**config.mk**
```make
export PLATFORM = sky130hd
export DESIGN_NAME = uart_avalon_if
export DESIGN_NICKNAME = d
export VERILOG_FILES = /design/src/rtl/uart_avalon_if.sv
export SDC_FILE = /design/constraint.sdc
export NUM_CORES = 1
export LEC_CHECK = 0
export BUFFER_PORTS_ARGS = -buffer_cell sky130_fd_sc_hd__buf_2
export CORE_UTILIZATION = 55
export DETAILED_ROUTE_END_ITERATION = 16
export PLACE_DENSITY_LB_ADDON = 0.25
export SLEW_MARGIN = 15
export SYNTH_ARGS = -nofsm -noshare
export SYNTH_HDL_FRONTEND = slang
export SYNTH_SLANG_ARGS = --single-unit
export TNS_END_PERCENT = 20
```
**constraint.sdc**
```tcl
create_clock -name clk -period 3.5 [get_ports clk]
set_input_delay 0.35 -clock clk [delete_from_list [all_inputs] [get_ports clk]]
set_output_delay 0.35 -clock clk [all_outputs]
set_load 0.01 [all_outputs]
```
**src/rtl/uart_avalon_if.sv**
```systemverilog
// Avalon-MM register front end for a UART core: TX/RX byte FIFOs, status,
// interrupt control and the baud divisor register.
module uart_avalon_if #(
  parameter int          FIFO_DEPTH = 8,
  parameter logic [15:0] CLKDIV_RST = 16'd434
) (
  input  logic        clk,
  input  logic        reset,
  input  logic [1:0]  address,
  input  logic        read,
  input  logic        write,
  input  logic [31:0] writedata,
  output logic [31:0] readdata,
  output logic        irq,
  output logic [15:0] clk_div,
  output logic        tx_valid,
  output logic [7:0]  tx_data,
  input  logic        tx_ready,
  input  logic [7:0]  rx_data,
  input  logic        rx_done
);

  localparam int AW = $clog2(FIFO_DEPTH);
  localparam int CW = AW + 1;

  localparam logic [1:0] A_DATA   = 2'd0;
  localparam logic [1:0] A_STATUS = 2'd1;
  localparam logic [1:0] A_CTRL   = 2'd2;
  localparam logic [1:0] A_CLKDIV = 2'd3;

  logic [7:0]    tx_mem [FIFO_DEPTH];
  logic [AW-1:0] tx_wr_ptr, tx_rd_ptr;
  logic [CW-1:0] tx_count;
  logic [7:0]    rx_mem [FIFO_DEPTH];
  logic [AW-1:0] rx_wr_ptr, rx_rd_ptr;
  logic [CW-1:0] rx_count;

  logic rx_ie, tx_ie, err_ie;
  logic tx_overflow, rx_overrun;

  logic tx_empty, tx_full, rx_empty, rx_full;
  logic bus_wr, bus_rd;
  logic wr_data, rd_data, wr_ctrl, wr_clkdiv;
  logic tx_push, tx_pop, rx_push, rx_pop;
  logic tx_ovf_set, rx_ovr_set;
  logic [31:0] status_word, read_word;

  assign tx_empty = (tx_count == '0);
  assign tx_full  = (tx_count == CW'(FIFO_DEPTH));
  assign rx_empty = (rx_count == '0);
  assign rx_full  = (rx_count == CW'(FIFO_DEPTH));

  // A simultaneous write wins; the read is dropped entirely.
  assign bus_wr    = write & ~reset;
  assign bus_rd    = read & ~write & ~reset;
  assign wr_data   = bus_wr & (address == A_DATA);
  assign wr_ctrl   = bus_wr & (address == A_CTRL);
  assign wr_clkdiv = bus_wr & (address == A_CLKDIV);
  assign rd_data   = bus_rd & (address == A_DATA);

  assign tx_pop     = tx_valid & tx_ready & ~reset;
  assign tx_push    = wr_data & (~tx_full | tx_pop);
  assign tx_ovf_set = wr_data & tx_full & ~tx_pop;

  assign rx_pop     = rd_data & ~rx_empty;
  assign rx_push    = rx_done & ~reset & (~rx_full | rx_pop);
  assign rx_ovr_set = rx_done & ~reset & rx_full & ~rx_pop;

  assign tx_valid = ~tx_empty;
  assign tx_data  = tx_valid ? tx_mem[tx_rd_ptr] : 8'h00;

  assign irq = (rx_ie & ~rx_empty) | (tx_ie & tx_empty) |
               (err_ie & (tx_overflow | rx_overrun));

  assign status_word = {8'h00, 8'(rx_count), 8'(tx_count), 2'b00,
                        rx_overrun, tx_overflow, rx_full, rx_empty,
                        tx_full, tx_empty};

  always_comb begin
    read_word = 32'h0;
    case (address)
      A_DATA:   read_word = rx_empty ? 32'h0 : {23'b0, 1'b1, rx_mem[rx_rd_ptr]};
      A_STATUS: read_word = status_word;
      A_CTRL:   read_word = {29'b0, err_ie, tx_ie, rx_ie};
      A_CLKDIV: read_word = {16'h0, clk_div};
      default:  read_word = 32'h0;
    endcase
  end

  always_ff @(posedge clk) begin
    if (tx_push) tx_mem[tx_wr_ptr] <= writedata[7:0];
    if (rx_push) rx_mem[rx_wr_ptr] <= rx_data;
  end

  always_ff @(posedge clk) begin
    if (reset) begin
      tx_wr_ptr <= '0;
      tx_rd_ptr <= '0;
      tx_count  <= '0;
      rx_wr_ptr <= '0;
      rx_rd_ptr <= '0;
      rx_count  <= '0;
    end else begin
      if (tx_push) tx_wr_ptr <= tx_wr_ptr + AW'(1);
      if (tx_pop)  tx_rd_ptr <= tx_rd_ptr + AW'(1);
      tx_count <= tx_count + CW'(tx_push) - CW'(tx_pop);
      if (rx_push) rx_wr_ptr <= rx_wr_ptr + AW'(1);
      if (rx_pop)  rx_rd_ptr <= rx_rd_ptr + AW'(1);
      rx_count <= rx_count + CW'(rx_push) - CW'(rx_pop);
    end
  end

  // Sticky error flags: a set event in the same cycle beats the clear.
  always_ff @(posedge clk) begin
    if (reset) begin
      rx_ie       <= 1'b0;
      tx_ie       <= 1'b0;
      err_ie      <= 1'b0;
      tx_overflow <= 1'b0;
      rx_overrun  <= 1'b0;
      clk_div     <= CLKDIV_RST;
      readdata    <= 32'h0;
    end else begin
      if (wr_ctrl) begin
        rx_ie  <= writedata[0];
        tx_ie  <= writedata[1];
        err_ie <= writedata[2];
      end
      tx_overflow <= (tx_overflow & ~(wr_ctrl & writedata[4])) | tx_ovf_set;
      rx_overrun  <= (rx_overrun  & ~(wr_ctrl & writedata[5])) | rx_ovr_set;
      if (wr_clkdiv) clk_div <= writedata[15:0];
      if (bus_rd)    readdata <= read_word;
    end
  end

endmodule
```
Word-level counts from Yosys, hierarchy flattened
Memory sizes are Yosys's and may differ from the RTL's. A register that Yosys moved wholly into a read port is not among the register bits.
Index checks and enable logic that the tools add are counted.
- word-level logic and storage cells: 83
- memories: 2
- output and inout port bits: 58
- register bits after elaboration: 73
- input bits: 48
- bits in writable memories: 128
- bitwise gates (word level): 41
- equality and inequality tests: 5
- add/subtract/negate cells: 8
- mux-type cells: 11
- reductions and logical operators: 3
- memory list (memory ; words ; width ; read ports ; clocked after memory_dff ; wr ports ; line ; source):
    rx_mem ; 8 ; 8 ; 1 ; 1 ; 1 ; 34 ; logic [7:0] rx_mem [FIFO_DEPTH];
    tx_mem ; 8 ; 8 ; 1 ; 1 ; 1 ; 31 ; logic [7:0] tx_mem [FIFO_DEPTH];
- operators by type and width (operator ; number):
    $pmux 32 s4 ; 1
    $and 1x1->1 ; 24
    $add 3x1->3 const B ; 4
    $mux 3 ; 4
    $not 1->1 ; 10
    $mux 9 ; 1
    $add 4x1->4 ; 2
    $eq 4x4->1 const B ; 2
    $logic_not 4->1 ; 2
    $mux 8 ; 1
    $sub 4x1->4 ; 2
    $or 1x1->1 ; 7
    $eq 2x2->1 const B ; 2
    $mux 1 ; 4
    $eq 2x1->1 const B ; 1
    $logic_not 2->1 ; 1

Longest topological paths before layout
- depth after elaboration: 9
- gate-level depth with buffers: 13
- depth with buffers taken out: 13

Least setup slack after synthesis
Ideal clock, no wire load.
- path kind: input to register
- from: input reset
- to: register rx_count[2]
- path slack: 0.593 ns
- required time: 3.372 ns
- cell stages on the path: 13
- path buffers: 3
- library setup time: 0.128 ns
- arrival: 2.779 ns
- cell sequence: buf_6 > or3b_1 > buf_2 > o311a_4 > or3_1 > buf_6 > ha_1 > inv_1 > ha_1 > inv_1 > fa_1 > xor2_1 > nor2_1
- longest elaborated chain between the ends: 8
- elaborated cells on any way between the ends: 9
- classes of those cells: 2 x add/sub; 7 x bitwise
- ends and longest elaborated chain (item ; line ; source):
    start, declared ; 8 ; input logic reset,
    $not 1->1 ; 55, 66 ;
    $and 1x1->1 ; 55 ; assign bus_rd = read & ~write & ~reset;
    $and 1x1->1 ; 59 ; assign rd_data = bus_rd & (address == A_DATA);
    $and 1x1->1 ; 65 ; assign rx_pop = rd_data & ~rx_empty;
    $or 1x1->1 ; 66 ; assign rx_push = rx_done & ~reset & (~rx_full | rx_pop);
    $and 1x1->1 ; 66 ;
    $add 4x1->4 ; 109 ; rx_count <= rx_count + CW'(rx_push) - CW'(rx_pop);
    $sub 4x1->4 ; 109 ;
    end signal, assigned ; 109 ;
    end, declared ; 36 ; logic [CW-1:0] rx_count;
Several ways; a longest one is shown, not always the timed one.
A chain may end at the register's enable or synchronous reset.

Worst setup path after layout
- from: register rx_count[2]
- to: register rx_count[3]
- longest elaborated chain between the ends: 7
- elaborated cells on any way between the ends: 9
- classes of those cells: 2 x add/sub; 1 x eq/ne; 5 x bitwise; 1 x reduce/logical
- ends and longest elaborated chain (item ; line ; source):
    $logic_not 4->1 ; 50 ; assign rx_empty = (rx_count == '0);
    $not 1->1 ; 65 ;
    $and 1x1->1 ; 65 ;
    $or 1x1->1 ; 66 ;
    $and 1x1->1 ; 66 ;
    $add 4x1->4 ; 109 ;
    $sub 4x1->4 * ; 109 ;
Mark *: on every way between the ends. The rest lies on a longest branch, timed or not.

==> flow_summary.yaml <==
drt:
  wire_per_inst_um: 18.4
  ant_nets: 0
  wl_mm: 15.7
  vias_per_cell: 5.65
  drc: 0
  drt_iter0_drc: 372
  drtPass1Iterations: 5
  via_count: 4812
finish:
  n_antenna_cell: 0
  fillers: 1031
  area_growth_pct: 14.7
  nets: 724
  design_area_sq_um: 9120
  drive_gt1_share_pct: 26.4
timing:
  final.min_clock_period_ps: 2840
  rsz0062_at_grt: "false"
  slew_headroom_pct: 48.0
  hold_viol: 0
  setup_viol: 0
  slew_violations: 0
  tightestPinTransition_ps: 778
  fin_setup_tns_ps: 0
  fin_crit_sh_pct: 81.1
  fmax_mhz: 352
  final.setup_skew_ps: 7.30
critical_path:
  endpoint_kind: "flip-flop"
  startpoint: "rx_count[2]"
  cp-start-kind: "flip-flop"
  crit_type: "reg -> reg"
  r2r_cells: 12
  endpoint: "rx_count[3]"
  reg2reg_slack_ps: 660
  rr_startpoint: "rx_count[2]"
  required_ps: 3800
  r2r_end: "rx_count[3]"
  cp.arrival_ps: 3140
  crit_fanout: 8
synthesis:
  synthCells: 569
  yosysUniqueCellTypes: 51
  ys_ff_latch: 195
  synth_edf_count: 128
  ys_seq_area_share_pct: 65.2
  mappedNetlistArea_sq_um: 7960
  synth.avg_cell_area_sq_um: 14.0
  synth_flop_cell: "edfxtp_1"
  yosysWarnings: 0
  async_flop_share_pct: 0
global_route:
  grt_max_degree: 36
  grtUsageTotal_pct: 21.9
  grt_pass1_vias: 4597
  grt-ovfl-total: 0
  grt_pass1_wl_mm: 23.6
  antenna_found_initial: 0
clock_network:
  ctsResizeCount: 0
  htreeDepth: 4
  clk_pin_slew_ps: 70
  hold_buffers: 0
  clk_path_buf_depth: 2
  cts_buffers: 17
  cts_tree: "built"
  cts-root-buf: "clkbuf_16"
  worstSkewPairLatency_ps: 430
  clkSinkCount: 195
  cts_setup_buffers: 0
place:
  port_buffers: 77
  gp_congestion: 0.821
  dp_hpwl_mm: 10.6
  placed_area_sq_um: 8580
die:
  die_area_sq_um: 14900
  core_sq_um: 14000
  io-pin-count: 106
  die_w_um: 122
  die_h_um: 122
  rows: 43
  start_util_pct: 56.9
min_path:
  hp-start: "writedata[9]"
  hp-class: "in -> reg"
power:
  power_density_nw_per_um2: 580
  finalPower_mw: 5.29
  ir_drop_v: 0.000375
  cellLeakagePower_nw: 3.27
status:
  status: "finished, final reports clean"
flow_run:
  drv_cap: 0
==> per-layer routing <==
layer / track usage, % / wire length, um / vias up / share of wire (%)
li1: - / - / 2257 / -
met1: 29.1 / 6830 / 2376 / 43
met2: 34.9 / 7650 / 157 / 49
met3: 5.53 / 941 / 22 / 6.0
met4: 8.08 / 272 / 0 / 1.7
met5: 0 / 0 / - / 0
==> power by group <==
part / internal, mW / switching (mW) / total, mW
registers: 2.54 / 0.0820 / 2.62
logic: 0.406 / 0.474 / 0.881
clock network: 0.973 / 0.812 / 1.79
total: 3.92 / 1.37 / 5.29
==> registers in the layout, summed over array words and instances (netlist names), 3 cells and up, named ones only <==
| register | count |
|---|---|
| tx_wr_ptr | 3 |
| tx_count | 4 |
| rx_mem | 64 |
| rx_wr_ptr | 3 |
| clk_div | 16 |
| readdata | 20 |
| tx_rd_ptr | 3 |
| rx_rd_ptr | 3 |
| rx_count | 4 |
| tx_mem | 64 |
==> cells by family after synthesis <==
group	Yosys count	share of synthesized area, %
buffers and inverters	63	3.77
xor gates and xnor gates	9	0.991
muxes	56	12.1
and+or+nand+nor	159	9.72
AOI/OAI and AO/OA	68	5.14
adders and majority gates	18	3.02
other	1	0.0471
DFF	195	65.2
==> synth_stat cells (all sizes together) (4+ instances only) <==
| cell type | number | share of area [%] |
|---|---|---|
| edfxtp | 128 | 48 |
| dfxtp | 67 | 17 |
| nand2 | 61 | 2.9 |
| nor2 | 41 | 1.9 |
| mux4 | 32 | 9.1 |
| o21ai | 30 | 1.9 |
| buf | 24 | 1.9 |
| clkbuf | 21 | 0.99 |
| mux2i | 21 | 2.6 |
| a21oi | 20 | 1.3 |
| inv | 17 | 0.80 |
| nand3 | 17 | 1.1 |
| ha | 16 | 2.5 |
| xor2 | 6 | 0.66 |
| nor3 | 5 | 0.31 |
| nand2b | 4 | 0.31 |
| nor2b | 4 | 0.31 |
| nor4b | 4 | 0.68 |
==> critical path: stages, from the launching register on <==
cell and delay [ps]:
dfxtp_1 310, inv_1 100, ha_1 230, or3b_2 510, nand3_1 330, inv_1 80
ha_1 220, inv_1 70, ha_1 220, a21o_1 180, a21oi_1 220, xnor2_1 170
nor2_1 60
==> layout make-up <==
cell class | instances | area [sq um] | area share, %
Clock buffer | 18 | 429 | 4.71
Tap cell | 180 | 225 | 2.47
Multi-Input combinational cell | 322 | 2520 | 27.6
Timing Repair Buffer | 104 | 588 | 6.45
Sequential cell | 195 | 5180 | 56.8
Inverter | 18 | 67.6 | 0.741
Clock inverter | 14 | 110 | 1.21
==> worst min path at each step <==
| stage | to | slack (ps) | cells after the start |
|---|---|---|---|
| after floorplan | readdata[18] | 450 | 2 |
| after global placement | readdata[15] | 440 | 2 |
| after detailed placement | readdata[14] | 440 | 2 |
| after CTS | clk_div[11] | 110 | 3 |
| after global routing | clk_div[9] | 120 | 3 |
| final | clk_div[9] | 120 | 3 |
==> cell usage in the layout, fill, tap and decap left out, drive strengths merged, types with 4 or more instances in the layout <==
| master | n |
|---|---|
| edfxtp | 128 |
| o21ai | 30 |
| mux4 | 32 |
| mux2i | 21 |
| clkbuf | 18 |
| clkinv | 9 |
| a21oi | 20 |
| dfxtp | 67 |
| nand2b | 4 |
| conb | 12 |
| nand3 | 17 |
| nor2b | 4 |
| nor2 | 41 |
| xor2 | 6 |
| inv | 20 |
| nor4b | 4 |
| nor3 | 5 |
| nand2 | 61 |
| ha | 16 |
| buf | 104 |
==> stage by stage <==
stage | std cells | setup slack [ps] | hold WS, ps | util (%)
2_1_floorplan | 580 | 593 | 448 | -
3_3_place_gp | 819 | 630 | 439 | 61.4
3_5_place_dp | 819 | 614 | 442 | 61.4
4_1_cts | 851 | 664 | 112 | 65.2
5_1_grt | 851 | 484 | 124 | 65.2
6_report | 851 | 660 | 119 | 65.2
No activity file was read; power rests on OpenSTA's default activity.
